File: src/rtl/gumnut_pkg.sv
// Shared types and constants for the Gumnut fetch stage: PC operations,
// fetch FSM states, opcode prefixes and the subfunction decoder.
package gumnut_pkg;

  localparam logic [11:0] INT_VECTOR_DEFAULT = 12'h001;

  typedef enum logic [3:0] {
    PC_HOLD = 4'd0,
    PC_INC  = 4'd1,
    PC_BR   = 4'd2,
    PC_JMP  = 4'd3,
    PC_JSB  = 4'd4,
    PC_RET  = 4'd5,
    PC_INT  = 4'd6,
    PC_RETI = 4'd7
  } pc_op_t;

  typedef enum logic {
    ST_IDLE = 1'b0,
    ST_BUS  = 1'b1
  } fetch_state_t;

  localparam logic [1:0] PFX_MEM    = 2'b10;
  localparam logic [2:0] PFX_ALUREG = 3'b110;
  localparam logic [5:0] PFX_BRANCH = 6'b111110;
  localparam logic [4:0] PFX_JUMP   = 5'b11110;
  localparam logic [6:0] PFX_MISC   = 7'b1111110;

  // Prefixes are checked longest-first within each ambiguous group; branch and
  // jump differ at IR[13], so their relative order does not matter.
  function automatic logic [2:0] decode_func(input logic [17:0] ir);
    logic [2:0] f;
    f = '0;
    if (!ir[17])                        f = ir[16:14];
    else if (ir[17:16] == PFX_MEM)      f = {1'b0, ir[15:14]};
    else if (ir[17:15] == PFX_ALUREG)   f = ir[2:0];
    else if (ir[17:12] == PFX_BRANCH)   f = {1'b0, ir[11:10]};
    else if (ir[17:13] == PFX_JUMP)     f = {2'b0, ir[12]};
    else if (ir[17:11] == PFX_MISC)     f = ir[10:8];
    return f;
  endfunction

endpackage

File: src/rtl/gumnut_ret_stack.sv
// Circular return-address stack. Overflow overwrites the oldest entry and
// underflow returns stale data; both raise a sticky error flag.
module gumnut_ret_stack
  import gumnut_pkg::*;
#(
  parameter int unsigned DEPTH = 8,
  parameter int unsigned AW    = 12
) (
  input  logic          clk,
  input  logic          rst_n,
  input  logic          push_i,
  input  logic          pop_i,
  input  logic [AW-1:0] push_data_i,
  output logic [AW-1:0] pop_data_o,
  output logic          err_o
);

  localparam int unsigned SPW  = $clog2(DEPTH);
  localparam int unsigned CNTW = SPW + 1;

  logic [AW-1:0]   mem_q [DEPTH];
  logic [SPW-1:0]  sp_q, sp_d;
  logic [CNTW-1:0] cnt_q, cnt_d;
  logic            err_q, err_d;

  always_comb begin
    sp_d  = sp_q;
    cnt_d = cnt_q;
    err_d = err_q;
    if (push_i) begin
      sp_d = sp_q + SPW'(1);
      if (cnt_q == CNTW'(DEPTH)) err_d = 1'b1;
      else                       cnt_d = cnt_q + CNTW'(1);
    end else if (pop_i) begin
      // Underflow leaves the pointer alone so the stale slot stays stable.
      if (cnt_q == '0) begin
        err_d = 1'b1;
      end else begin
        sp_d  = sp_q - SPW'(1);
        cnt_d = cnt_q - CNTW'(1);
      end
    end
  end

  always_ff @(posedge clk or negedge rst_n) begin
    if (!rst_n) begin
      sp_q  <= '0;
      cnt_q <= '0;
      err_q <= 1'b0;
    end else begin
      sp_q  <= sp_d;
      cnt_q <= cnt_d;
      err_q <= err_d;
    end
  end

  always_ff @(posedge clk) begin
    if (push_i) mem_q[sp_q] <= push_data_i;
  end

  assign pop_data_o = mem_q[sp_q - SPW'(1)];
  assign err_o      = err_q;

endmodule

File: src/rtl/gumnut_fetch_unit.sv
// Gumnut instruction-fetch stage: PC, instruction register, bus fetch FSM
// and PC update sequencing with the return-address stack.
module gumnut_fetch_unit
  import gumnut_pkg::*;
#(
  parameter int unsigned        IMEM_AW     = 12,
  parameter int unsigned        STACK_DEPTH = 8,
  parameter logic [IMEM_AW-1:0] INT_VECTOR  = IMEM_AW'(INT_VECTOR_DEFAULT)
) (
  input  logic               clk,
  input  logic               rst_n,
  input  logic               fetch_req_i,
  output logic               inst_cyc_o,
  output logic               inst_stb_o,
  output logic [IMEM_AW-1:0] inst_adr_o,
  input  logic [17:0]        inst_dat_i,
  input  logic               inst_ack_i,
  output logic               inst_valid_o,
  output logic [6:0]         op_o,
  output logic [2:0]         func_o,
  output logic [17:0]        ir_o,
  output logic [IMEM_AW-1:0] pc_o,
  input  logic               pc_upd_i,
  input  logic [3:0]         pc_op_i,
  input  logic               br_taken_i,
  output logic               stack_err_o
);

  fetch_state_t       state_q, state_d;
  logic [IMEM_AW-1:0] pc_q, pc_d;
  logic [17:0]        ir_q, ir_d;
  logic               valid_q, valid_d;

  logic               push, pop;
  logic [IMEM_AW-1:0] push_data, pop_data;
  logic [IMEM_AW-1:0] pc_inc, br_off;
  pc_op_t             op;

  assign op     = pc_op_t'(pc_op_i);
  assign pc_inc = pc_q + IMEM_AW'(1);
  assign br_off = {{(IMEM_AW-8){ir_q[7]}}, ir_q[7:0]};

  always_comb begin
    state_d = state_q;
    ir_d    = ir_q;
    valid_d = 1'b0;
    unique case (state_q)
      ST_IDLE: if (fetch_req_i) state_d = ST_BUS;
      ST_BUS: begin
        if (inst_ack_i) begin
          state_d = ST_IDLE;
          ir_d    = inst_dat_i;
          valid_d = 1'b1;
        end
      end
      default: state_d = ST_IDLE;
    endcase
  end

  always_comb begin
    pc_d      = pc_q;
    push      = 1'b0;
    pop       = 1'b0;
    push_data = pc_inc;
    if (pc_upd_i) begin
      case (op)
        PC_INC: pc_d = pc_inc;
        PC_BR:  pc_d = br_taken_i ? pc_inc + br_off : pc_inc;
        PC_JMP: pc_d = ir_q[IMEM_AW-1:0];
        PC_JSB: begin
          push = 1'b1;
          pc_d = ir_q[IMEM_AW-1:0];
        end
        PC_RET, PC_RETI: begin
          pop  = 1'b1;
          pc_d = pop_data;
        end
        PC_INT: begin
          push      = 1'b1;
          push_data = pc_q;
          pc_d      = INT_VECTOR;
        end
        default: pc_d = pc_q;
      endcase
    end
  end

  always_ff @(posedge clk or negedge rst_n) begin
    if (!rst_n) begin
      state_q <= ST_IDLE;
      pc_q    <= '0;
      ir_q    <= '0;
      valid_q <= 1'b0;
    end else begin
      state_q <= state_d;
      pc_q    <= pc_d;
      ir_q    <= ir_d;
      valid_q <= valid_d;
    end
  end

  gumnut_ret_stack #(
    .DEPTH (STACK_DEPTH),
    .AW    (IMEM_AW)
  ) u_stack (
    .clk         (clk),
    .rst_n       (rst_n),
    .push_i      (push),
    .pop_i       (pop),
    .push_data_i (push_data),
    .pop_data_o  (pop_data),
    .err_o       (stack_err_o)
  );

  assign inst_cyc_o   = (state_q == ST_BUS);
  assign inst_stb_o   = (state_q == ST_BUS);
  assign inst_adr_o   = pc_q;
  assign inst_valid_o = valid_q;
  assign ir_o         = ir_q;
  assign op_o         = ir_q[17:11];
  assign func_o       = decode_func(ir_q);
  assign pc_o         = pc_q;

endmodule

File: config.mk
export PLATFORM = sky130hd
export DESIGN_NAME = gumnut_fetch_unit
export DESIGN_NICKNAME = d
export VERILOG_FILES = /design/src/rtl/gumnut_pkg.sv /design/src/rtl/gumnut_ret_stack.sv /design/src/rtl/gumnut_fetch_unit.sv
export SDC_FILE = /design/constraint.sdc
export NUM_CORES = 1
export LEC_CHECK = 0
export ABC_AREA = 1
export BUFFER_PORTS_ARGS = -buffer_cell sky130_fd_sc_hd__buf_2
export CAP_MARGIN = 20
export CORE_UTILIZATION = 39
export CTS_CLUSTER_SIZE = 25
export DETAILED_ROUTE_END_ITERATION = 10
export PLACE_DENSITY = 0.65
export SLEW_MARGIN = 10
export SYNTH_ARGS = -nofsm -noshare
export SYNTH_HDL_FRONTEND = slang
export SYNTH_SLANG_ARGS = --single-unit
File: constraint.sdc
create_clock -name clk -period 2.45 [get_ports clk]
set_clock_uncertainty 0.1 [all_clocks]
set_input_delay 0.3675 -clock clk [delete_from_list [all_inputs] [get_ports clk]]
set_output_delay 0.3675 -clock clk [all_outputs]
set_load 0.01 [all_outputs]
==> impl_metrics.prom, run 1 <==
# TYPE chip_impl_metric gauge
chip_impl_metric{name="yosysSeqAreaShare",unit=""} 0.545
chip_impl_info{name="synth_commonest_cells",value="sky130_fd_sc_hd__nand2_1, sky130_fd_sc_hd__nor2_1, sky130_fd_sc_hd__edfxtp_1"} 1
chip_impl_metric{name="area_growth_syn_to_layout",unit="%"} 26.2
chip_impl_info{name="rsz_0062_raised_after_global_routing",value="yes"} 1
chip_impl_metric{name="post_syn_area_per_cell",unit="um^2"} 9.28
chip_impl_metric{name="fin_crit",unit="ns"} 2.52
chip_impl_metric{name="slew_headroom",unit=""} 0.484
chip_impl_metric{name="clk_transition_reported_paths",unit="ns"} 0.06
chip_impl_metric{name="global_route.overflow_total",unit=""} 0
chip_impl_metric{name="synthMuxAreaShare",unit=""} 0.00281
chip_impl_metric{name="timing.critical_path.buf_inv",unit=""} 3
chip_impl_metric{name="ioPinCount",unit=""} 84
chip_impl_metric{name="worst_hold_path.num_cells",unit=""} 3
chip_impl_metric{name="final.hold.worst_slack",unit="ns"} 0.0446
chip_impl_metric{name="worstMarginPinSlew",unit="ns"} 0.766
chip_impl_metric{name="fp.dieH",unit="um"} 137
chip_impl_metric{name="power_density_cells",unit="nW/um^2"} 1100
chip_impl_metric{name="slew_viol_final",unit=""} 0
chip_impl_info{name="crit_path_cell_trace",value="ha_4, nand2_4, inv_1, nand2_2, xor2_2, inv_2, ha_4, nand2_1, nor2_2, nand2_1, nand3_2, xor2_1, nand2_1, nand4_1, o21ai_1, inv_1"} 1
chip_impl_metric{name="firstDrtPassIters",unit=""} 10
chip_impl_metric{name="tritoncts_num_sinks",unit=""} 136
chip_impl_info{name="worstSetupEndpointType",value="flip-flop"} 1
chip_impl_metric{name="first_pass_grt_wire_length",unit="um"} 29200
chip_impl_metric{name="drt_drc_violations_left",unit=""} 1
chip_impl_metric{name="post_dp_cell_area",unit="um^2"} 8070
chip_impl_metric{name="post-route-worst-setup-slack",unit="ns"} -0.0738
chip_impl_metric{name="grt_antenna_before_repair",unit=""} 0
chip_impl_metric{name="initial_core_util",unit=""} 0.397
chip_impl_metric{name="wire_per_inst",unit="um"} 16.2
chip_impl_metric{name="routabilityCongestion",unit=""} 0.882
chip_impl_metric{name="postSynth.asyncResetShare",unit=""} 0.294
chip_impl_metric{name="via_count",unit=""} 5813
chip_impl_metric{name="cts_max_level",unit=""} 4
chip_impl_info{name="yosys-top-cells-area",value="sky130_fd_sc_hd__edfxtp_1, sky130_fd_sc_hd__dfrtp_1, sky130_fd_sc_hd__nand2_1"} 1
chip_impl_metric{name="setup_slack_after_placement",unit="ns"} -0.182
chip_impl_info{name="critPathTopFamily",value="simple AND/OR/NAND/NOR gates"} 1
chip_impl_metric{name="clock_path_buffers",unit=""} 2
chip_impl_info{name="timing.critical_path.from_type",value="flip-flop"} 1
chip_impl_info{name="cts_root_buf",value="sky130_fd_sc_hd__clkbuf_16"} 1
chip_impl_metric{name="worst_ep_required_time",unit="ns"} 2.71
chip_impl_metric{name="yosys_register_bits",unit=""} 136
chip_impl_metric{name="vdd_ir_drop_max",unit="mV"} 0.613
chip_impl_metric{name="die_w",unit="um"} 137
chip_impl_metric{name="post_synth_instance_area",unit="um^2"} 7130
chip_impl_metric{name="post-dp-hpwl",unit="um"} 12800
chip_impl_metric{name="placeable_core_region",unit="um^2"} 18000
chip_impl_info{name="critical-path-top-cell-by-count",value="sky130_fd_sc_hd__nand2_1"} 1
chip_impl_metric{name="static-leakage-power",unit="nW"} 3.86
chip_impl_metric{name="groute.usage.overall",unit=""} 0.208
chip_impl_metric{name="die-area",unit="um^2"} 18800
chip_impl_metric{name="synth.distinct_cells",unit=""} 46
chip_impl_metric{name="critPathMaxStageDelay",unit="ns"} 0.40
chip_impl_metric{name="final_standard_cell_count_with_taps_included_and_fillers_excluded",unit=""} 1136
chip_impl_info{name="synth_flop_cell",value="sky130_fd_sc_hd__edfxtp_1"} 1
chip_impl_metric{name="detailedRoute.firstIterationViolations",unit=""} 465
chip_impl_metric{name="detail-route-antenna-nets",unit=""} 0
chip_impl_metric{name="timing.final.setup_violations",unit=""} 7
chip_impl_info{name="hold_path_class",value="in -> reg"} 1
chip_impl_info{name="cp-startpoint",value="inst_adr_o[0]"} 1
chip_impl_metric{name="synth-adder-area-share",unit=""} 0.0390
chip_impl_metric{name="buffer_ports.inserted",unit=""} 83
chip_impl_info{name="synth_top_area_cell",value="sky130_fd_sc_hd__edfxtp_1"} 1
chip_impl_metric{name="maxClockFrequency",unit="MHz"} 396
chip_impl_metric{name="post_layout_utilization_of_the_core",unit=""} 0.501
chip_impl_metric{name="final_period_util",unit=""} 1.03
chip_impl_metric{name="synth_edf_count",unit=""} 96
chip_impl_metric{name="num-nets-final",unit=""} 945
chip_impl_metric{name="yosys.area_share.simple",unit=""} 0.187
chip_impl_metric{name="cts_buffers",unit=""} 17
chip_impl_metric{name="yosys_synthesis_warning_count",unit=""} 0
chip_impl_metric{name="synth.net_count",unit=""} 817
chip_impl_metric{name="arrival_worst_endpoint",unit="ns"} 2.78
chip_impl_metric{name="synthesis.instances",unit=""} 768
chip_impl_metric{name="setup-tns-final",unit="ns"} -0.286
chip_impl_info{name="regToRegStartpoint",value="inst_adr_o[0]"} 1
chip_impl_metric{name="critical_path.max_fanout",unit=""} 3
chip_impl_info{name="yosys.cell_count.top_type",value="sky130_fd_sc_hd__nand2_1"} 1
chip_impl_metric{name="design_area",unit="um^2"} 8990
chip_impl_metric{name="placed_cells_incl_taps",unit=""} 1099
chip_impl_metric{name="maxCapViolations",unit=""} 0
chip_impl_metric{name="critical_path_depth",unit=""} 16
chip_impl_metric{name="worst_r2r_path_depth",unit=""} 16
chip_impl_info{name="violations",value="DRC, setup timing"} 1
chip_impl_metric{name="vias_in_the_first_global_route",unit=""} 5613
chip_impl_metric{name="insertedDiodeCount",unit=""} 0
chip_impl_info{name="outcome",value="complete, but fails checks"} 1
chip_impl_metric{name="timing.final.hold_violations",unit=""} 0
chip_impl_metric{name="synth-xor-area-share",unit=""} 0.0181
chip_impl_metric{name="fp-row-count",unit=""} 49
chip_impl_info{name="largest_family_of_logic_cells_by_synthesized_area",value="simple AND/OR/NAND/NOR gates"} 1
chip_impl_metric{name="share_of_layout_cells_above_drive_strength_1",unit=""} 0.279
chip_impl_info{name="worst-setup-path-type",value="reg -> reg"} 1
chip_impl_info{name="tritoncts",value="done"} 1
chip_impl_metric{name="p_total",unit="mW"} 9.92
chip_impl_metric{name="share_of_the_synthesized_area_in_compound_gates_ao_oa_aoi_oai",unit=""} 0.133
chip_impl_info{name="timing.hold.worst.start",value="inst_dat_i[4]"} 1
chip_impl_metric{name="pin_count_of_the_biggest_net_entering_global_routing",unit=""} 51
chip_impl_metric{name="yosys.area.top_type_share",unit=""} 0.404
chip_impl_metric{name="vias_per_cell",unit=""} 5.12
chip_impl_metric{name="wirelength",unit="um"} 18400
chip_impl_metric{name="clock_insertion_delay_worst_skew",unit="ns"} 0.42
chip_impl_info{name="worst_path_max_delay_cell",value="sky130_fd_sc_hd__dfrtp_2"} 1
-- cell usage in the layout (no fill, tap or decap), types with 7 or more instances in the layout --
cell                          n
sky130_fd_sc_hd__dfrtp_1     36
sky130_fd_sc_hd__ha_1        10
sky130_fd_sc_hd__a21oi_1     25
sky130_fd_sc_hd__inv_1       55
sky130_fd_sc_hd__ha_4         9
sky130_fd_sc_hd__nand2_2     11
sky130_fd_sc_hd__buf_2       83
sky130_fd_sc_hd__inv_2        8
sky130_fd_sc_hd__o21ai_0     79
sky130_fd_sc_hd__o21ai_1     10
sky130_fd_sc_hd__clkbuf_16   17
sky130_fd_sc_hd__edfxtp_1    96
sky130_fd_sc_hd__nand3_1     14
sky130_fd_sc_hd__buf_4       68
sky130_fd_sc_hd__nand2_1    158
sky130_fd_sc_hd__nand4_1      7
sky130_fd_sc_hd__nor2_1      98
sky130_fd_sc_hd__nor2_4       7
sky130_fd_sc_hd__o211ai_1    23
-- routing by layer --
layer | routed length [um] | part of all wire | vias to the layer above | track usage
met3 | 945 | 0.051 | 25 | 0.0456
met4 | 369 | 0.020 | 0 | 0.0788
met2 | 8870 | 0.48 | 162 | 0.328
li1 | - | - | 2845 | -
met5 | 0 | 0 | - | 0
met1 | 8260 | 0.45 | 2781 | 0.279
-- kinds of logic after synthesis --
| logic type | count (synthesis) |
|---|---|
| AO/OA/AOI/OAI | 165 |
| XOR/XNOR | 13 |
| flip-flops | 136 |
| multiplexers | 2 |
| AND/OR/NAND/NOR | 318 |
| buffers and inverters | 113 |
| adder cells (fa/ha/maj) | 21 |
-- report_power, final --
part | switching (mW) | internal [mW]
clock | 0.903 | 1.57
combinational | 2.62 | 1.73
sequential | 0.255 | 2.84
total | 3.78 | 6.14
-- what timing repair did --
action / in CTS / in global routing
setup endpoints to repair: 9 / 11
setup buffers: 0 / 6
pin swaps: 10 / 24
endpoints found under the hold margin: 19 / 0
resized for setup: 30 / 37
hold buffers: 1 / 0
-- worst reg2reg max path, cell delays in order (launching register included) --
cell,delay [ns]
sky130_fd_sc_hd__dfrtp_2,0.40
sky130_fd_sc_hd__ha_4,0.16
sky130_fd_sc_hd__nand2_4,0.06
sky130_fd_sc_hd__inv_1,0.16
sky130_fd_sc_hd__nand2_2,0.11
sky130_fd_sc_hd__xor2_2,0.21
sky130_fd_sc_hd__inv_2,0.09
sky130_fd_sc_hd__ha_4,0.28
sky130_fd_sc_hd__nand2_1,0.09
sky130_fd_sc_hd__nor2_2,0.14
sky130_fd_sc_hd__nand2_1,0.08
sky130_fd_sc_hd__nand3_2,0.08
sky130_fd_sc_hd__xor2_1,0.18
sky130_fd_sc_hd__nand2_1,0.08
sky130_fd_sc_hd__nand4_1,0.11
sky130_fd_sc_hd__o21ai_1,0.08
sky130_fd_sc_hd__inv_1,0.05
-- sequential cells by signal, summed over array words and instances, names as in the netlist --
signal         flops
inst_adr_o        12
u_stack.cnt_q      4
ir_o              18
u_stack.sp_q       3
inst_valid_o       1
u_stack.err_o      1
inst_cyc_o         1
u_stack.mem_q     96
-- final timing paths --
kind,end,slack [ns]
min,ir_o[4],0.04
max in group asynchronous,u_stack.err_o,1.23
min in group asynchronous,ir_o[7],0.34
max,inst_adr_o[7],-0.07
max reg2reg,inst_adr_o[7],-0.07
min reg2reg,u_stack.err_o,0.37
-- area by class of cell --
class | instances | area, um^2
Clock buffer | 19 | 433
Clock inverter | 11 | 133
Fill cell | 1609 | 8970
Inverter | 66 | 253
Multi-Input combinational cell | 519 | 3000
Sequential cell | 136 | 3890
Tap cell | 229 | 287
Timing Repair Buffer | 156 | 998
No activity file was read; power rests on OpenSTA's default activity.
==> inputs of run 2 (changes only) <==
- ABC_AREA: 1 -> not set
- CORE_MARGIN: not set -> 2
==> run 2 against run 1 <==
The flow finishes with violations (setup timing); global-route usage down 0.86 points; non-clock buffer count up 45; setup slack worse by 0.30 ns; area after synthesis up 0.39%; largest power group unchanged; highest routed layer unchanged.
==> impl_metrics.prom, run 2 <==
# TYPE chip_impl_metric gauge
chip_impl_info{name="outcome",value="complete, but fails checks"} 1
chip_impl_info{name="violations",value="setup timing"} 1
chip_impl_metric{name="clock_path_buffers",unit=""} 2
chip_impl_metric{name="post-dp-hpwl",unit="um"} 13100
chip_impl_metric{name="power.share.clock",unit=""} 0.246
chip_impl_info{name="hold_path_class",value="in -> reg"} 1
chip_impl_metric{name="critPathMaxStageDelay",unit="ns"} 0.43
chip_impl_metric{name="yosys.area.top_type_share",unit=""} 0.403
chip_impl_metric{name="die-area",unit="um^2"} 19400
chip_impl_metric{name="via_count",unit=""} 5141
chip_impl_info{name="tritoncts",value="done"} 1
chip_impl_metric{name="netSwitchingFraction",unit=""} 0.359
chip_impl_info{name="crit_path_cell_trace",value="nand3_4, nor2_4, nand4_1, xnor2_2, ha_1, a21o_1, o41a_1, or3_4, a211oi_2, nor3b_1"} 1
chip_impl_info{name="yosys-top-cells-area",value="sky130_fd_sc_hd__edfxtp_1, sky130_fd_sc_hd__dfrtp_1, sky130_fd_sc_hd__mux4_2"} 1
chip_impl_info{name="cts_root_buf",value="sky130_fd_sc_hd__clkbuf_16"} 1
chip_impl_metric{name="cts_max_level",unit=""} 4
chip_impl_metric{name="vias_per_cell",unit=""} 5.34
chip_impl_metric{name="vias_in_the_first_global_route",unit=""} 5411
chip_impl_metric{name="detailedRoute.firstIterationViolations",unit=""} 320
chip_impl_metric{name="routabilityCongestion",unit=""} 0.902
chip_impl_metric{name="first_pass_grt_wire_length",unit="um"} 29700
chip_impl_metric{name="num-nets-final",unit=""} 770
chip_impl_metric{name="pin_count_of_the_biggest_net_entering_global_routing",unit=""} 27
chip_impl_metric{name="yosysSeqAreaShare",unit=""} 0.543
chip_impl_metric{name="slew_viol_final",unit=""} 0
chip_impl_metric{name="tritoncts_num_sinks",unit=""} 136
chip_impl_metric{name="drt_drc_violations_left",unit=""} 0
chip_impl_metric{name="synth.net_count",unit=""} 594
chip_impl_metric{name="final_period_util",unit=""} 1.15
chip_impl_metric{name="placeable_core_region",unit="um^2"} 18000
chip_impl_metric{name="synth_edf_count",unit=""} 96
chip_impl_metric{name="cts_buffers",unit=""} 17
chip_impl_metric{name="post_synth_instance_area",unit="um^2"} 7160
chip_impl_metric{name="internal_power",unit="mW"} 6.62
chip_impl_info{name="timing.critical_path.from_type",value="flip-flop"} 1
chip_impl_metric{name="post-route-worst-setup-slack",unit="ns"} -0.376
chip_impl_metric{name="timing.final.setup_violations",unit=""} 7
chip_impl_metric{name="p_total",unit="mW"} 10.3
chip_impl_metric{name="fill_cells",unit=""} 1504
chip_impl_metric{name="share_of_layout_cells_above_drive_strength_1",unit=""} 0.455
chip_impl_info{name="register_name_with_the_most_flops",value="u_stack.mem_q"} 1
chip_impl_metric{name="synth.distinct_cells",unit=""} 64
chip_impl_info{name="synth_commonest_cells",value="sky130_fd_sc_hd__edfxtp_1, sky130_fd_sc_hd__nand2_1, sky130_fd_sc_hd__dfrtp_1"} 1
chip_impl_metric{name="power.share.combinational",unit=""} 0.454
chip_impl_info{name="worst_path_max_delay_cell",value="sky130_fd_sc_hd__dfrtp_2"} 1
chip_impl_info{name="rsz_0062_raised_after_global_routing",value="yes"} 1
chip_impl_metric{name="static-leakage-power",unit="nW"} 3.77
chip_impl_metric{name="fin_crit",unit="ns"} 2.83
chip_impl_metric{name="yosys_synthesis_warning_count",unit=""} 0
chip_impl_metric{name="post_syn_area_per_cell",unit="um^2"} 13.1
chip_impl_metric{name="groute.usage.overall",unit=""} 0.199
chip_impl_info{name="layout.cells.most_common_list",value="sky130_fd_sc_hd__buf_4, sky130_fd_sc_hd__edfxtp_1, sky130_fd_sc_hd__buf_2"} 1
chip_impl_metric{name="design_area",unit="um^2"} 9400
chip_impl_metric{name="p_sw",unit="mW"} 3.70
chip_impl_metric{name="wirelength",unit="um"} 19100
chip_impl_metric{name="power_density_cells",unit="nW/um^2"} 1100
chip_impl_metric{name="yosys_register_bits",unit=""} 136
chip_impl_metric{name="slew_headroom",unit=""} 0.505
chip_impl_metric{name="fp.dieH",unit="um"} 139
chip_impl_metric{name="insertedDiodeCount",unit=""} 0
chip_impl_metric{name="clk_transition_reported_paths",unit="ns"} 0.07
chip_impl_metric{name="post_dp_cell_area",unit="um^2"} 8420
chip_impl_metric{name="worstMarginPinSlew",unit="ns"} 0.738
chip_impl_metric{name="global_route.overflow_total",unit=""} 0
chip_impl_info{name="worstSetupEndpointType",value="flip-flop"} 1
chip_impl_info{name="synth_flop_cell",value="sky130_fd_sc_hd__edfxtp_1"} 1
chip_impl_metric{name="timing.final.hold_violations",unit=""} 0
chip_impl_metric{name="arrival_worst_endpoint",unit="ns"} 3.03
chip_impl_metric{name="maxClockFrequency",unit="MHz"} 354
chip_impl_metric{name="maxCapViolations",unit=""} 0
chip_impl_metric{name="fp-row-count",unit=""} 49
chip_impl_metric{name="initial_core_util",unit=""} 0.398
chip_impl_info{name="layout.cells.most_common",value="sky130_fd_sc_hd__buf_4"} 1
chip_impl_metric{name="critical_path.max_fanout",unit=""} 4
chip_impl_metric{name="ioPinCount",unit=""} 84
chip_impl_info{name="yosys.cell_count.top_type",value="sky130_fd_sc_hd__edfxtp_1"} 1
chip_impl_metric{name="worst_ep_required_time",unit="ns"} 2.65
chip_impl_info{name="synth_top_area_cell",value="sky130_fd_sc_hd__edfxtp_1"} 1
chip_impl_metric{name="area_growth_syn_to_layout",unit="%"} 31.4
chip_impl_metric{name="largest_register_ffs",unit=""} 96
chip_impl_metric{name="die_w",unit="um"} 139
chip_impl_metric{name="seq_power_share",unit=""} 0.300
chip_impl_metric{name="clock_insertion_delay_worst_skew",unit="ns"} 0.43
chip_impl_metric{name="synthesis.instances",unit=""} 545
chip_impl_metric{name="postSynth.asyncResetShare",unit=""} 0.294
chip_impl_metric{name="buffer_ports.inserted",unit=""} 83
chip_impl_metric{name="firstDrtPassIters",unit=""} 6
chip_impl_info{name="worst-setup-path-type",value="reg -> reg"} 1
chip_impl_metric{name="grt_antenna_before_repair",unit=""} 0
chip_impl_metric{name="detail-route-antenna-nets",unit=""} 0
chip_impl_metric{name="wire_per_inst",unit="um"} 19.8
chip_impl_metric{name="vdd_ir_drop_max",unit="mV"} 0.587
run 2: cell count changes after synthesis, sizes merged, moves of 12 or more:
| cell | change |
|---|---|
| nand2 | -130 |
| nor2 | -68 |
| o21ai | -59 |
| inv | -48 |
| mux4 | +24 |
| xnor2 | +20 |
| mux2 | +18 |
| o211ai | -18 |
| mux2i | +12 |
run 2: power groups by stage:
| stage | clock [mW] | combinational [mW] | sequential (mW) |
|---|---|---|---|
| floorplan | 0 | 2.75 | 3.14 |
| global placement | 0 | 4.11 | 3.11 |
| detailed placement | 0 | 4.20 | 3.12 |
| CTS | 2.59 | 4.48 | 3.09 |
| global route | 2.70 | 5.04 | 3.13 |
| finish | 2.54 | 4.68 | 3.10 |
run 2: cell families (layout without fill, tap and decap cells):
family	Yosys count	count (layout)	share of synthesized area
AO/OA/AOI/OAI	109	109	0.107
XOR/XNOR	38	38	0.0476
adder cells (fa/ha/maj)	21	21	0.0388
buffers and inverters	61	250	0.0544
flip-flops	136	136	0.543
multiplexers	56	56	0.128
AND/OR/NAND/NOR	124	124	0.0818
run 2: path summary, 6_finish.rpt:
kind                                from        endpoint  slack [ns]  cells past startpoint
min in group asynchronous          rst_n    inst_valid_o        0.28                      2
hold reg to reg            u_stack.err_o   u_stack.err_o        0.37                      1
setup reg to reg           inst_adr_o[3]  inst_adr_o[11]       -0.38                     10
setup / recovery           inst_adr_o[3]  inst_adr_o[11]       -0.38                     10
hold / removal                inst_ack_i      inst_cyc_o        0.03                      2
max in group asynchronous          rst_n   inst_adr_o[6]        1.39                      3
run 2: timing repair:
action	CTS	global route
setup buffers	7	7
endpoints found under the hold margin	13	0
pin swaps	28	28
gates resized for setup	37	22
gates cloned	0	0
hold buffers	1	0
setup endpoints to repair	9	10
run 2: per-layer routing:
metal / track usage / wire [um] / up-vias / share of wire
met1: 0.253 / 8230 / 2586 / 0.43
met4: 0.0665 / 289 / 0 / 0.015
li1: - / - / 2376 / -
met5: 0 / 0 / - / 0
met3: 0.0406 / 851 / 26 / 0.045
met2: 0.341 / 9700 / 153 / 0.51
run 2: layout make-up:
cell class | count | area [um^2] | share of cell area
Sequential cell | 136 | 3890 | 0.414
Multi-Input combinational cell | 348 | 3240 | 0.344
Timing Repair Buffer | 201 | 1340 | 0.142
Clock buffer | 17 | 425 | 0.0452
Tap cell | 229 | 287 | 0.0305
Clock inverter | 15 | 158 | 0.0168
Inverter | 17 | 63.8 | 0.00679
run 2: per-stage QoR:
stage / TNS, ns / setup WS (ns) / util / cells / hold WS, ns
5_1_grt: -2.05 / -0.477 / 0.524 / 963 / 0.0361
6_report: -1.21 / -0.376 / 0.524 / 963 / 0.0335
3_5_place_dp: -1.98 / -0.399 / 0.469 / 918 / 0.199
4_1_cts: -0.778 / -0.311 / 0.514 / 957 / 0.0201
2_1_floorplan: -0.378 / -0.310 / - / 545 / -0.0281
3_3_place_gp: -1.53 / -0.325 / 0.469 / 918 / 0.185
run 2: worst max-delay path, delay by kind of cell, from the launching register on:
kind | cells | cell delay [ns]
AOI/OAI and AO/OA | 3 | 0.76
and+or+nand+nor | 5 | 0.85
xor gates and xnor gates | 1 | 0.28
DFF | 1 | 0.43
adders and majority gates | 1 | 0.28
==> inputs of run 3 (changes only) <==
- REMOVE_ABC_BUFFERS: not set -> 1
==> run 3 against run 2 <==
The flow still finishes with violations (setup timing); via count up 1.2%; non-clock buffer count rose by 1; global-route usage fell by 0.39 points; wire length down 1.9%; register-to-register slack gained 0.04 ns; sequential share of layout area fell by 0.56 points; sequential power hardly changed; final area up 1.2%; critical endpoint unchanged.
==> impl_metrics.prom, run 3 (same netlist as run 2, synthesis figures left out) <==
# TYPE chip_impl_metric gauge
chip_impl_metric{name="groute.usage.overall",unit=""} 0.195
chip_impl_info{name="layout.cells.most_common_list",value="sky130_fd_sc_hd__buf_4, sky130_fd_sc_hd__edfxtp_1, sky130_fd_sc_hd__buf_2"} 1
chip_impl_metric{name="largest_register_ffs",unit=""} 96
chip_impl_metric{name="worstMarginPinSlew",unit="ns"} 0.641
chip_impl_info{name="worst-setup-path-type",value="reg -> reg"} 1
chip_impl_info{name="regToRegStartpoint",value="inst_adr_o[2]"} 1
chip_impl_info{name="crit_path_cell_trace",value="buf_6, nand4_4, nor2_4, and3_4, xor2_4, ha_4, nor3_1, nor2_1, o41a_1, or3_4, a211oi_2, nor3b_1"} 1
chip_impl_metric{name="final_standard_cell_count_with_taps_included_and_fillers_excluded",unit=""} 964
chip_impl_metric{name="initial_core_util",unit=""} 0.398
chip_impl_metric{name="ioPinCount",unit=""} 84
chip_impl_metric{name="die_w",unit="um"} 139
chip_impl_info{name="layout.cells.most_common",value="sky130_fd_sc_hd__buf_4"} 1
chip_impl_metric{name="insertedDiodeCount",unit=""} 0
chip_impl_metric{name="die-area",unit="um^2"} 19400
chip_impl_metric{name="grt_antenna_before_repair",unit=""} 0
chip_impl_metric{name="global_route.overflow_total",unit=""} 0
chip_impl_metric{name="critical_path.max_fanout",unit=""} 7
chip_impl_info{name="worst_path_max_delay_cell",value="sky130_fd_sc_hd__dfrtp_1"} 1
chip_impl_info{name="hold_path_class",value="in -> reg"} 1
chip_impl_metric{name="slew_headroom",unit=""} 0.570
chip_impl_metric{name="timing.final.setup_violations",unit=""} 6
chip_impl_metric{name="static-leakage-power",unit="nW"} 3.81
chip_impl_metric{name="reg2reg_setup_slack",unit="ns"} -0.34
chip_impl_metric{name="final_period_util",unit=""} 1.14
chip_impl_info{name="register_name_with_the_most_flops",value="u_stack.mem_q"} 1
chip_impl_metric{name="fill_cells",unit=""} 1480
chip_impl_metric{name="clock_path_buffers",unit=""} 2
chip_impl_metric{name="placeable_core_region",unit="um^2"} 18000
chip_impl_metric{name="wirelength",unit="um"} 18700
chip_impl_metric{name="pin_count_of_the_biggest_net_entering_global_routing",unit=""} 27
chip_impl_metric{name="worst_r2r_path_depth",unit=""} 12
chip_impl_metric{name="worst_ep_required_time",unit="ns"} 2.66
chip_impl_metric{name="critPathMaxStageDelay",unit="ns"} 0.39
chip_impl_info{name="crit_end",value="inst_adr_o[11]"} 1
chip_impl_metric{name="detail-route-antenna-nets",unit=""} 0
chip_impl_metric{name="setup-tns-final",unit="ns"} -0.888
chip_impl_metric{name="vias_in_the_first_global_route",unit=""} 5417
chip_impl_metric{name="vias_per_cell",unit=""} 5.40
chip_impl_metric{name="firstDrtPassIters",unit=""} 7
chip_impl_metric{name="fp-row-count",unit=""} 49
chip_impl_metric{name="clk_transition_reported_paths",unit="ns"} 0.07
chip_impl_metric{name="fp.dieH",unit="um"} 139
chip_impl_metric{name="timing.final.hold_violations",unit=""} 0
chip_impl_metric{name="maxCapViolations",unit=""} 0
chip_impl_metric{name="slew_viol_final",unit=""} 0
chip_impl_metric{name="post_layout_utilization_of_the_core",unit=""} 0.530
chip_impl_metric{name="num-nets-final",unit=""} 771
chip_impl_metric{name="area_growth_syn_to_layout",unit="%"} 33.0
chip_impl_metric{name="wire_per_inst",unit="um"} 19.4
chip_impl_metric{name="buffer_ports.inserted",unit=""} 83
chip_impl_metric{name="critical_path_depth",unit=""} 12
chip_impl_info{name="tritoncts",value="done"} 1
chip_impl_metric{name="drt_drc_violations_left",unit=""} 0
chip_impl_metric{name="arrival_worst_endpoint",unit="ns"} 3.00
chip_impl_metric{name="final.hold.worst_slack",unit="ns"} 0.0355
chip_impl_metric{name="clock_insertion_delay_worst_skew",unit="ns"} 0.43
chip_impl_info{name="timing.critical_path.from_type",value="flip-flop"} 1
chip_impl_metric{name="share_of_layout_cells_above_drive_strength_1",unit=""} 0.457
chip_impl_metric{name="post-dp-hpwl",unit="um"} 12600
chip_impl_info{name="rsz_0062_raised_after_global_routing",value="yes"} 1
chip_impl_info{name="timing.rr.end",value="inst_adr_o[11]"} 1
chip_impl_info{name="worstSetupEndpointType",value="flip-flop"} 1
chip_impl_metric{name="timing.critical_path.buf_inv",unit=""} 1
chip_impl_metric{name="power_density_cells",unit="nW/um^2"} 1100
chip_impl_info{name="cp-startpoint",value="inst_adr_o[2]"} 1
chip_impl_metric{name="cts_buffers",unit=""} 17
chip_impl_metric{name="detailedRoute.firstIterationViolations",unit=""} 365
chip_impl_metric{name="post-route-worst-setup-slack",unit="ns"} -0.338
chip_impl_info{name="outcome",value="complete, but fails checks"} 1
chip_impl_metric{name="tritoncts_num_sinks",unit=""} 136
chip_impl_metric{name="placed_cells_incl_taps",unit=""} 915
chip_impl_metric{name="first_pass_grt_wire_length",unit="um"} 29300
chip_impl_metric{name="vdd_ir_drop_max",unit="mV"} 0.516
chip_impl_metric{name="maxClockFrequency",unit="MHz"} 359
chip_impl_metric{name="via_count",unit=""} 5205
chip_impl_info{name="cts_root_buf",value="sky130_fd_sc_hd__clkbuf_16"} 1
chip_impl_info{name="violations",value="setup timing"} 1
chip_impl_metric{name="fin_crit",unit="ns"} 2.79
chip_impl_metric{name="setup_slack_after_placement",unit="ns"} -0.488
chip_impl_info{name="critPathTopFamily",value="simple AND/OR/NAND/NOR gates"} 1
chip_impl_metric{name="routabilityCongestion",unit=""} 0.963
chip_impl_metric{name="cts_max_level",unit=""} 4
-- run 3: cell count changes in the layout (fill, tap and decap cells not counted), sizes merged --
cell,change
inv,-3
clkinv,+2
buf,+1
clkinvlp,+1
-- run 3: cell type report --
cell class              instances  area, um^2  share of cell area
clock buffers                  17         425              0.0447
clock inverters                15         181              0.0191
inverters                      17        66.3             0.00697
multi-input cells             348        3300               0.347
flip-flops and latches        136        3880               0.408
well taps                     229         287              0.0301
repair buffers                202        1370               0.144
-- run 3: worst min-delay path by stage --
stage          cells past startpoint            end  startpoint  slack (ns)
2_1_floorplan                      0  inst_adr_o[0]       rst_n       -0.03
3_3_place_gp                       1       ir_o[16]       rst_n        0.23
3_5_place_dp                       1       ir_o[16]       rst_n        0.25
4_1_cts                            2     inst_cyc_o  inst_ack_i        0.03
5_1_grt                            2     inst_cyc_o  inst_ack_i        0.04
6_report                           2     inst_cyc_o  inst_ack_i        0.04
-- run 3: power breakdown --
group          internal, mW  switching (mW)
combinational          2.43            2.38
sequential             2.83           0.264
clock                  1.46            1.11
total                  6.72            3.76
-- run 3: per-stage QoR --
stage	total power, mW	area [um^2]
after global routing	11.0	9520
after CTS	10.1	9270
after detailed placement	7.20	8320
final	10.5	9520
after global placement	7.09	8320
after floorplan	5.51	6830
-- run 3: what timing repair did --
action                                  4_1_cts  5_1_grt
hold buffers                                  1        0
endpoints found under the setup margin       10       10
setup buffers                                10        8
pin swaps                                    28       24
resized for setup                            47       36
endpoints found under the hold margin        17        0
-- run 3: metal layers --
metal  vias up  share of wire  track usage
met4         0          0.025       0.0665
met3        39          0.052       0.0399
met5         -              0            0
met1      2570           0.41        0.243
li1       2388              -            -
met2       208           0.51        0.339
